## src/rtl/mem_io_pkg.sv

```systemverilog
// ---------------------------------------------------------------------------
// mem_io_pkg
// Shared definitions for the memory I/O controller:
//   - state_t            : access sequencer states
//   - WAIT_CYC_DEFAULT   : default per-region wait states (ROM=2, RAM=1)
//   - REGION_ROM/RAM     : region index constants
// ---------------------------------------------------------------------------
package mem_io_pkg;

  typedef enum logic [2:0] {
    IDLE   = 3'd0,
    SETUP  = 3'd1,
    ACCESS = 3'd2,
    HOLD   = 3'd3,
    ERR    = 3'd4
  } state_t;

  // Packed 4-bit wait counts, slice [4r+3:4r] belongs to region r.
  localparam logic [7:0] WAIT_CYC_DEFAULT = {4'd1, 4'd2};

  localparam int REGION_ROM = 0;
  localparam int REGION_RAM = 1;

endpackage : mem_io_pkg

```

## src/rtl/mem_region_decode.sv

```systemverilog
// ---------------------------------------------------------------------------
// mem_region_decode
// Combinational address decoder.
//   addr        in   CPU address
//   cs_onehot   out  one-hot chip-select vector (active high), 0 if unmapped
//   mapped      out  region index selects an existing chip select
//   local_addr  out  addr with the region bits cleared
//   wait_cnt    out  wait-state count of the selected region (0 if unmapped)
// ---------------------------------------------------------------------------
module mem_region_decode #(
  parameter int                  ADDR_W   = 16,
  parameter int                  REGION_W = 3,
  parameter int                  NUM_CS   = 2,
  parameter logic [4*NUM_CS-1:0] WAIT_CYC = mem_io_pkg::WAIT_CYC_DEFAULT
) (
  input  logic [ADDR_W-1:0] addr,
  output logic [NUM_CS-1:0] cs_onehot,
  output logic              mapped,
  output logic [ADDR_W-1:0] local_addr,
  output logic [3:0]        wait_cnt
);

  localparam logic [ADDR_W-1:0] LOCAL_MASK =
    {{REGION_W{1'b0}}, {(ADDR_W-REGION_W){1'b1}}};

  logic [REGION_W-1:0] region;

  assign region     = addr[ADDR_W-1 -: REGION_W];
  assign local_addr = addr & LOCAL_MASK;

  genvar gi;
  generate
    for (gi = 0; gi < NUM_CS; gi++) begin : g_cs
      assign cs_onehot[gi] = (region == REGION_W'(gi));
    end
  endgenerate

  // A region is mapped exactly when it hits one of the chip selects.
  assign mapped = |cs_onehot;

  always_comb begin
    wait_cnt = '0;
    for (int r = 0; r < NUM_CS; r++) begin
      if (cs_onehot[r]) begin
        wait_cnt = WAIT_CYC[4*r +: 4];
      end
    end
  end

endmodule : mem_region_decode

```

## src/rtl/memory_io_ctrl.sv

```systemverilog
// ---------------------------------------------------------------------------
// memory_io_ctrl
// Memory-bus controller between the pipeline memory stage and external
// ROM/RAM/peripherals. One access outstanding at a time; the memory stage
// sees req_ready low while an access is in flight.
//
// Ports:
//   clk, rst_n                      clock, asynchronous active-low reset
//   req_read/req_write/req_addr/
//   req_wdata                       request from memory stage
//   req_ready                       controller idle (accepts this cycle)
//   rsp_valid/rsp_rdata/rsp_error   one-cycle completion pulse
//   mem_addr/mem_wdata/mem_wdata_oe device-local address, write data/enable
//   mem_rdata                       read data from external bus
//   cs_n/oe_n/we_n                  active-low chip selects and strobes
//
// Sequence: IDLE -> SETUP (1) -> ACCESS (WAIT_CYC+1) -> HOLD (1) -> IDLE,
// or IDLE -> ERR (1) -> IDLE for illegal/unmapped requests.
// Every output is a register loaded from its *_next value, so the outputs
// visible in a state are computed on the transition into that state.
// ---------------------------------------------------------------------------
module memory_io_ctrl
  import mem_io_pkg::*;
#(
  parameter int                  DATA_W   = 8,
  parameter int                  ADDR_W   = 16,
  parameter int                  REGION_W = 3,
  parameter int                  NUM_CS   = 2,
  parameter logic [4*NUM_CS-1:0] WAIT_CYC = WAIT_CYC_DEFAULT
) (
  input  logic              clk,
  input  logic              rst_n,
  input  logic              req_read,
  input  logic              req_write,
  input  logic [ADDR_W-1:0] req_addr,
  input  logic [DATA_W-1:0] req_wdata,
  output logic              req_ready,
  output logic              rsp_valid,
  output logic [DATA_W-1:0] rsp_rdata,
  output logic              rsp_error,
  output logic [ADDR_W-1:0] mem_addr,
  output logic [DATA_W-1:0] mem_wdata,
  output logic              mem_wdata_oe,
  input  logic [DATA_W-1:0] mem_rdata,
  output logic [NUM_CS-1:0] cs_n,
  output logic              oe_n,
  output logic              we_n
);

  // -------------------------------------------------------------------------
  // Address decode of the incoming request
  // -------------------------------------------------------------------------
  logic [NUM_CS-1:0] dec_cs_onehot;
  logic              dec_mapped;
  logic [ADDR_W-1:0] dec_local_addr;
  logic [3:0]        dec_wait_cnt;

  mem_region_decode #(
    .ADDR_W   (ADDR_W),
    .REGION_W (REGION_W),
    .NUM_CS   (NUM_CS),
    .WAIT_CYC (WAIT_CYC)
  ) u_decode (
    .addr       (req_addr),
    .cs_onehot  (dec_cs_onehot),
    .mapped     (dec_mapped),
    .local_addr (dec_local_addr),
    .wait_cnt   (dec_wait_cnt)
  );

  // -------------------------------------------------------------------------
  // State and datapath registers
  // -------------------------------------------------------------------------
  state_t            state_reg, state_next;
  logic [3:0]        cnt_reg, cnt_next;
  logic [3:0]        wait_reg, wait_next;
  logic              is_write_reg, is_write_next;

  logic              req_ready_next;
  logic              rsp_valid_next;
  logic [DATA_W-1:0] rsp_rdata_next;
  logic              rsp_error_next;
  logic [ADDR_W-1:0] mem_addr_next;
  logic [DATA_W-1:0] mem_wdata_next;
  logic              mem_wdata_oe_next;
  logic [NUM_CS-1:0] cs_n_next;
  logic              oe_n_next;
  logic              we_n_next;

  always_ff @(posedge clk or negedge rst_n) begin
    if (!rst_n) begin
      state_reg    <= IDLE;
      cnt_reg      <= '0;
      wait_reg     <= '0;
      is_write_reg <= 1'b0;
      req_ready    <= 1'b1;
      rsp_valid    <= 1'b0;
      rsp_rdata    <= '0;
      rsp_error    <= 1'b0;
      mem_addr     <= '0;
      mem_wdata    <= '0;
      mem_wdata_oe <= 1'b0;
      cs_n         <= '1;
      oe_n         <= 1'b1;
      we_n         <= 1'b1;
    end else begin
      state_reg    <= state_next;
      cnt_reg      <= cnt_next;
      wait_reg     <= wait_next;
      is_write_reg <= is_write_next;
      req_ready    <= req_ready_next;
      rsp_valid    <= rsp_valid_next;
      rsp_rdata    <= rsp_rdata_next;
      rsp_error    <= rsp_error_next;
      mem_addr     <= mem_addr_next;
      mem_wdata    <= mem_wdata_next;
      mem_wdata_oe <= mem_wdata_oe_next;
      cs_n         <= cs_n_next;
      oe_n         <= oe_n_next;
      we_n         <= we_n_next;
    end
  end

  // -------------------------------------------------------------------------
  // Next-state and next-output logic
  // -------------------------------------------------------------------------
  always_comb begin
    state_next        = state_reg;
    cnt_next          = cnt_reg;
    wait_next         = wait_reg;
    is_write_next     = is_write_reg;
    rsp_valid_next    = 1'b0;
    rsp_rdata_next    = '0;
    rsp_error_next    = 1'b0;
    mem_addr_next     = mem_addr;
    mem_wdata_next    = mem_wdata;
    mem_wdata_oe_next = mem_wdata_oe;
    cs_n_next         = cs_n;
    oe_n_next         = 1'b1;
    we_n_next         = 1'b1;

    unique case (state_reg)
      IDLE: begin
        if (req_read && req_write) begin
          state_next     = ERR;
          rsp_valid_next = 1'b1;
          rsp_error_next = 1'b1;
        end else if (req_read || req_write) begin
          if (!dec_mapped) begin
            state_next     = ERR;
            rsp_valid_next = 1'b1;
            rsp_error_next = 1'b1;
          end else begin
            // Latch everything so the master may drop its request now.
            state_next        = SETUP;
            is_write_next     = req_write;
            wait_next         = dec_wait_cnt;
            mem_addr_next     = dec_local_addr;
            cs_n_next         = ~dec_cs_onehot;
            mem_wdata_oe_next = req_write;
            if (req_write) begin
              mem_wdata_next = req_wdata;
            end
          end
        end
      end

      SETUP: begin
        state_next = ACCESS;
        cnt_next   = wait_reg;
        oe_n_next  = is_write_reg;
        we_n_next  = ~is_write_reg;
      end

      ACCESS: begin
        if (cnt_reg == 4'd0) begin
          // Last strobe cycle: capture read data and release strobes.
          state_next     = HOLD;
          rsp_valid_next = 1'b1;
          rsp_rdata_next = is_write_reg ? '0 : mem_rdata;
        end else begin
          cnt_next  = cnt_reg - 4'd1;
          oe_n_next = is_write_reg;
          we_n_next = ~is_write_reg;
        end
      end

      HOLD: begin
        state_next        = IDLE;
        cs_n_next         = '1;
        mem_wdata_oe_next = 1'b0;
      end

      ERR: begin
        state_next = IDLE;
      end

      default: begin
        state_next        = IDLE;
        cs_n_next         = '1;
        mem_wdata_oe_next = 1'b0;
      end
    endcase

    req_ready_next = (state_next == IDLE);
  end

endmodule : memory_io_ctrl

```

## config.mk

```make
export PLATFORM = sky130hd
export DESIGN_NAME = memory_io_ctrl
export DESIGN_NICKNAME = d
export VERILOG_FILES = /design/src/rtl/mem_io_pkg.sv /design/src/rtl/mem_region_decode.sv /design/src/rtl/memory_io_ctrl.sv
export SDC_FILE = /design/constraint.sdc
export NUM_CORES = 1
export LEC_CHECK = 0
export CORE_MARGIN = 4
export CORE_UTILIZATION = 47
export DETAILED_ROUTE_END_ITERATION = 8
export HOLD_SLACK_MARGIN = 0.15
export PLACE_DENSITY_LB_ADDON = 0.25
export SYNTH_ARGS = -nofsm -noshare
export SYNTH_HDL_FRONTEND = slang
export SYNTH_SLANG_ARGS = --single-unit
```

## constraint.sdc

```tcl
create_clock -name clk -period 3.25 [get_ports clk]
set_input_delay 0.975 -clock clk [delete_from_list [all_inputs] [get_ports clk]]
set_output_delay 0.975 -clock clk [all_outputs]
set_load 0.05 [all_outputs]
```

Word-level counts from Yosys, hierarchy flattened
Cells that the tools add are included.

operators by class
  muxes and demuxes = 30
  reductions and logical operators = 13
  eq/ne operators = 8
  add/subtract/negate cells = 1
  bitwise operators = 4

operators with widths
  kind                                                                 count
  8-bit 2-to-1 mux                                                     3
  3-bit 2-to-1 mux                                                     4
  1-bit 2-to-1 mux                                                     10
  3-bit logical NOT                                                    3
  3-bit case mux with 3 select lines                                   1
  2-bit 2-to-1 mux                                                     4
  4-bit 2-to-1 mux                                                     2
  2-bit != test (second input constant)                                4
  1-bit case mux with 2 select lines                                   4
  4-bit case mux with 2 select lines                                   1
  4-bit AND reduction                                                  2
  3-bit by 1-bit == test with 1-bit output (second input constant)     2
  5-bit AND reduction                                                  1
  4-bit logical NOT                                                    1
  2-bit case mux with 2 select lines                                   1
  4-bit by 1-bit subtractor with 4-bit output (second input constant)  1
  3-bit by 2-bit == test with 1-bit output (second input constant)     1
  3-bit == test (second input constant)                                1
  1-bit inverter                                                       3
  3-bit OR reduction                                                   1
  2-bit inverter                                                       1
  2-bit AND reduction                                                  1
  2-bit nonzero test                                                   1
  2-bit OR reduction                                                   1
  other kinds (2)                                                      2

storage, ports and cells
  output and inout bits = 40
  input bits = 36
  word-level logic and storage cells = 70
  bits in registers = 49

Logic depth before layout (Yosys ltp)
Gate-level depths: netlist of run 1.

  word-level depth = 7
  depth in mapped cells = 5

By module
A second synthesis of run 1 with hierarchy kept.

second synthesis, totals
  cells, all modules = 175
  area total of the unflattened synthesis = 2,357.3 µm²

by module, submodules not included
  module             times used  cells an instance  area each (µm²)
  memory_io_ctrl     1           151                2,184.6
  mem_region_decode  1           24                 172.7

Worst setup path before layout of run 1
Ideal clock, no wire load.

  kind = input -> register
  start point = in req_read
  end point = reg mem_addr[10]
  setup slack = 1.201 ns
  stages = 5
  arrival = 1.925 ns
  cells stage by stage = buf_4 -> xor2_1 -> nand3_4 -> buf_6 -> mux2_2

on the way
  longest elaborated chain between the ends = 3

RTL lines
  element                            line                   source
  from (decl)                        memory_io_ctrl.sv:33   input logic req_read,
  1-bit logical AND                  memory_io_ctrl.sv:144  if (req_read && req_write) begin
  1-bit inverter (no line)           -
  4-bit AND reduction (no line) (*)  -
  to (signal assigned)               memory_io_ctrl.sv:115  mem_addr <= mem_addr_next;
  to (decl)                          memory_io_ctrl.sv:41   output logic [ADDR_W-1:0] mem_addr,

Every way passes the cells marked *; elsewhere a longest branch is shown, timed or not.
A chain may end at the register's enable or synchronous reset.

Worst setup path in the final report of run 1
  start point = reg cs_n[1]
  end point = out cs_n[1]

RTL lines
  element                 line                   source
  from (decl)             memory_io_ctrl.sv:45   output logic [NUM_CS-1:0] cs_n,
  from (signal assigned)  memory_io_ctrl.sv:118  cs_n <= cs_n_next;

No word-level cell between the ends.

==> impl_results.md, run 1 <==
* CTS sink count at 47
* Worst Path Arrival at 1.65 ns
* Top area cells in the synthesized netlist: dfrtp_1 52%, mux2_2 12%, dfstp_2 6.5%
* Sw Share at 0.431
* Total track usage at 0.173
* Ys Warns at 0
* Tmin final at 2.63 ns
* Slew HR at 0.337
* Number of synthesized flops with an enable pin at 0
* Register area share after synthesis at 0.587
* Post-Route WL at 4.35 mm
* Worst setup slack after layout at 0.623 ns
* Largest area contributor in the netlist: dfrtp_1
* Fmax at 381 MHz
* Worst Path Buf+Inv at 1
* PostCTS Resize Cnt at 0
* Status: finished, final reports clean
* Drt pass-1 iters at 4
* Most frequent cells in the layout: 71 x clkdlybuf4s50_1, 42 x dfrtp_1, 22 x mux2_2
* Worst reg-to-reg setup slack at 1.42 ns
* Gpl congestion at 0.815
* Sequential Power Share at 0.341
* Post-CTS setup buffer count at 0
* CTS clk-pin slew, worst paths at 0.08 ns
* Regs by FF count: mem_addr (13), mem_wdata (8), rsp_rdata (8)
* CTS buffer count at 5
* Chip Height at 73.5 um
* Sw power at 1230 uW
* Hold crit path type: register to register
* Final period util at 0.808
* Hold path depth at 1
* Slew Limit Fails at 0
* Largest net degree at the start of global routing at 48
* Hold_sp: is_write_reg
* Util after Layout at 0.697
* Vias in the first global route at 1499
* Full die area at 5400 sq um
* Reg-to-reg startpoint: cnt_reg[0]
* Share of layout cells above drive strength 1 at 0.203
* Most common cell after layout, fill and taps aside: clkdlybuf4s50_1
* Post-CTS Hold Fix Bufs at 0
* Ant diodes at 0
* PD cells at 997 nW/um^2
* Maximum vdd drop at 0.000585 V
* Clk pwr share at 0.154
* WL/cell at 16.0 um
* Final nets at 259
* Number of routed nets with antenna violations at 0
* H-tree Lvls at 2
* Comb pwr share at 0.505
* Least-Margin Pin Slew at 0.994 ns
* Worst Hold Endpoint: we_n
* Pint at 1620 uW
* Worst path cell trace: clkdlybuf4s50_1
* Leak Pwr at 0.00125 uW
* WP data required at 2.27 ns
* Setup TNS at 0 ns
* Synth top area share at 0.522
* R2r endpoint: rsp_rdata[4]
* Setup-failing EPs final at 0
* Crit path max-delay family: buffers and inverters
* Max-cap viol count at 0
* CTS tree: built
* Worst reg2reg path depth at 5
* Final Hold Viols at 0
* Grt ovf at 0
* CP Max Fanout at 2
* Vias post-DR at 1434
* Worst Setup End Kind: output pin
* Global-route wire length before repair at 6.95 mm
* CP Class: register to output pin
* Unrepaired setup endpoints after global routing: no
* Initial antenna violation count at 0
* CORE AREA at 4090 sq um
* Distinct cells, synth at 42
* Type of origin of the critical path: register
* Chip Width at 73.5 um
* Critical Path Source: cs_n[1]
* Setup Skew at 0.0126 ns
* Max incr delay on CP at 0.81 ns
* Critical Path Stages at 1
* FP Rows at 23
* CP max stage cell: clkdlybuf4s50_1
* Count of input and output buffers at 72
* Final Total Pwr at 2840 uW
* Mapped Cells at 149
* Syn-to-layout area delta at 41.4%
* #FFs+latches synth at 47
* Top reg by flops: mem_addr
* Number of flip-flops under the largest register name at 13
* Initial DRC count at 70
* Min Hold Slack at 0.498 ns
* # DRC at 0
* Async SR Flop Fraction at 1.00
* Fillers at 304
* HPWL Detailed at 3.34 mm
* Clock buffer depth at 2
* Skew-Pair Late Insertion Delay at 0.30 ns
* Cell Area, Synth at 2010 sq um
* CTS root buffer: clkbuf_8
* Initial Util at 0.493
* Avg Cell Area, Syn at 13.5 sq um
* Commonest register cell after synthesis: dfrtp_1
* Post-place setup slack at 0.626 ns
* Via density at 5.27
* # IOs at 76
-- synth_stat cells (2+ instances only) --
master and n:
a21oi_1 6, a2bb2oi_1 2, and2_1 8, buf_4 5
buf_6 2, dfrtp_1 42, dfstp_2 5, ha_1 2
inv_1 8, mux2_2 22, mux2i_1 4, nand2_1 5
nand2b_1 4, nor2_1 3, nor3b_1 2, o22ai_1 3
-- worst max path at each step --
stage | slack, ns | endpoint
floorplan | 1.20 | mem_addr[10]
global placement | 0.69 | mem_addr[6]
detailed placement | 0.63 | mem_addr[8]
CTS | 0.61 | cs_n[1]
global route | 0.57 | cs_n[1]
finish | 0.62 | cs_n[1]
-- metal layers --
layer / track usage / vias to the layer above / share of wire
li1: - / 658 / -
met1: 0.191 / 699 / 0.37
met2: 0.292 / 68 / 0.51
met3: 0.0766 / 9 / 0.10
met4: 0.0624 / 0 / 0.019
met5: 0 / - / 0
-- per-stage QoR --
step / instance area [sq um] / instances
floorplan: 2020 / 151
global placement: 2730 / 264
detailed placement: 2730 / 264
CTS: 2850 / 272
global route: 2850 / 272
finish: 2850 / 272
-- power groups by stage --
stage	sequential, uW	clock (uW)	combinational [uW]
floorplan	1540	0	410
global placement	966	0	1410
detailed placement	980	0	1450
CTS	970	445	1450
global route	999	473	1510
finish	969	438	1430
-- cell type report --
class,count,area (sq um),area share
sequential,47,1180,0.415
multi-input combinational,87,741,0.260
timing repair buffer,72,716,0.251
clock buffer,6,82.6,0.0290
tap,50,62.6,0.0220
clock inverter,2,35.0,0.0123
inverter,8,30.0,0.0105
-- kinds of logic after synthesis --
| logic type | synth area share |
|---|---|
| AOI/OAI and AO/OA | 0.0708 |
| xor gates and xnor gates | 0.00435 |
| adders and majority gates | 0.0174 |
| buffers and inverters | 0.0491 |
| DFF | 0.587 |
| muxes | 0.148 |
| other | 0.00186 |
| and+or+nand+nor | 0.121 |
Note: power is estimated with default switching activity, not from simulation.
==> run 2: changes to the inputs <==
Settings changed: CORE_UTILIZATION 47 to 44.
Clock period 3.25 ns to 2.7 ns, I/O delays scaled along.
==> run 2 against run 1 <==
  * Setup slack worse by 0.37 ns
  * Sequential share of layout area increased by 0.29 points
  * Combinational power rose by 21%
  * Critical path depth stayed put
  * Register-to-register slack got worse by 0.55 ns
  * Clock-buffer cell count grew 2
  * Non-clock buffer count up 2
  * Sequential power up 21%
  * Routed wire length down 2.6%
  * Hold slack better by 0.0013 ns
  * Via count fell by 1.9%
  * First-iteration DRC count is 37% lower
  * Critical path type unchanged
  * Largest power group unchanged
==> impl_results.md, run 2 (synthesis gave the netlist of run 1 again) <==
* Status: finished, final reports clean
* Share of layout cells above drive strength 1 at 0.196 (-0.00627)
* Hold crit path type: register to register
* Chip Height at 75.7 um (+3.0%)
* Fmax at 408 MHz
* Setup TNS at 0 ns (unchanged)
* # DRC at 0 (unchanged)
* CTS tree: built
* Clock buffer depth at 2 (unchanged)
* Slew HR at 0.587 (+0.250)
* Number of flip-flops under the largest register name at 13 (unchanged)
* Syn-to-layout area delta at 40.4%
* Worst Setup EP: cs_n[1]
* Slew Limit Fails at 0 (unchanged)
* Least-Margin Pin Slew at 0.619 ns (-0.374 ns)
* WL/cell at 15.4 um (-4.0%)
* CP Max Fanout at 2 (unchanged)
* Largest net degree at the start of global routing at 30 (-38%)
* CTS buffer count at 5 (unchanged)
* CORE AREA at 4380 sq um (+7.3%)
* Skew-Pair Late Insertion Delay at 0.29 ns (about the same)
* FP Rows at 24 (+4.3%)
* Final nets at 261 (+0.77%)
* Via density at 5.10 (-3.3%)
* Most frequent cells in the layout: 71 x clkdlybuf4s50_1, 42 x dfrtp_1, 22 x mux2_2
* Unrepaired setup endpoints after global routing: no
* Worst reg-to-reg setup slack at 0.87 ns (-0.55 ns)
* CP max stage cell: clkdlybuf4s50_1
* Max incr delay on CP at 0.81 ns (about the same)
* CTS clk-pin slew, worst paths at 0.08 ns (about the same)
* Full die area at 5720 sq um (+6.1%)
* Initial antenna violation count at 0 (unchanged)
* Reg-to-reg startpoint: cnt_reg[0]
* CTS sink count at 47 (unchanged)
* Critical Path Stages at 1 (unchanged)
* Setup Skew at 0.00434 ns (-0.00826 ns)
* WP data required at 1.89 ns (-0.38 ns)
* PostCTS Resize Cnt at 0 (unchanged)
* Most common cell after layout, fill and taps aside: clkdlybuf4s50_1
* Max-cap viol count at 0 (unchanged)
* R2r endpoint: rsp_rdata[5]
* PD cells at 1160 nW/um^2 (+16%)
* Post-CTS Hold Fix Bufs at 0 (unchanged)
* Top reg by flops: mem_addr
* Fillers at 341 (+12%)
* Hold path depth at 1 (unchanged)
* CP Class: register to output pin
* Count of input and output buffers at 72 (unchanged)
* Worst Path Arrival at 1.64 ns (about the same)
* Critical Path Source: cs_n[1]
* Regs by FF count: mem_addr (13), mem_wdata (8), rsp_rdata (8)
* Ant diodes at 0 (unchanged)
* Maximum vdd drop at 0.000656 V (+12%)
* Type of origin of the critical path: register
* Grt ovf at 0 (unchanged)
* Vias post-DR at 1407 (-1.9%)
* HPWL Detailed at 3.24 mm (-3.1%)
* Worst path cell trace: clkdlybuf4s50_1
* Number of routed nets with antenna violations at 0 (unchanged)
* Tmin final at 2.45 ns
* Worst Path Buf+Inv at 1 (unchanged)
* Setup-failing EPs final at 0 (unchanged)
* Initial DRC count at 44 (-37%)
* Drt pass-1 iters at 4 (unchanged)
* Crit path max-delay family: buffers and inverters
* Global-route wire length before repair at 6.82 mm (-1.9%)
* Non-filler cells, final at 276 (+1.5%)
* CTS root buffer: clkbuf_8
* Leak Pwr at 0.00124 uW (-0.97%)
* Worst reg2reg path depth at 5 (unchanged)
* Gpl congestion at 0.746 (-8.4%)
* Total track usage at 0.159 (-0.0137)
* Post-CTS setup buffer count at 0 (unchanged)
* Initial Util at 0.459 (-0.0335)
* Worst Setup End Kind: output pin
* Post-Route WL at 4.24 mm (-2.6%)
* Final Hold Viols at 0 (unchanged)
* Placed insts at 268 (+1.5%)
* Chip Width at 75.7 um (+3.0%)
* # IOs at 76 (unchanged)
* Vias in the first global route at 1472 (-1.8%)
* Final period util at 0.907
* H-tree Lvls at 2 (unchanged)
-- run 2: stage by stage --
step | setup slack [ns] | cell area (sq um) | hold slack, ns | utilization | total power, uW
after floorplan | 0.816 | 2020 | 0.434 | - | 2350
after global placement | 0.317 | 2750 | 0.483 | 0.627 | 2860
after detailed placement | 0.223 | 2750 | 0.486 | 0.627 | 2920
after CTS | 0.227 | 2830 | 0.501 | 0.645 | 3330
after global routing | 0.204 | 2830 | 0.519 | 0.645 | 3460
final | 0.251 | 2830 | 0.499 | 0.645 | 3280
-- run 2: where the power goes --
part | total [uW] | internal, uW | switching [uW] | leakage (uW)
Sequential | 1170 | 983 | 183 | 0.000567
Clock | 394 | 184 | 210 | 0.0000395
Combinational | 1730 | 665 | 1060 | 0.000633
Total | 3280 | 1830 | 1450 | 0.00124
-- run 2: worst min path at each step --
stage	slack [ns]	end	startpoint
floorplan	0.43	we_n	is_write_reg
global placement	0.48	we_n	is_write_reg
finish	0.50	we_n	is_write_reg
CTS	0.50	we_n	is_write_reg
global route	0.52	we_n	is_write_reg
detailed placement	0.49	we_n	is_write_reg
-- run 2: area by class of cell --
type	count	area, sq um	area share
clock buffer	8	80.1	0.0283
inverter	8	30.0	0.0106
multi-input combinational	87	741	0.262
sequential	47	1180	0.418
tap	52	65.1	0.0230
timing repair buffer	74	731	0.258
-- run 2: layer usage --
metal,vias up,GRT usage,wire (um)
met5,-,0,0
met4,0,0.0738,87
met2,68,0.264,2070
met3,9,0.0712,526
li1,662,-,-
met1,668,0.175,1550
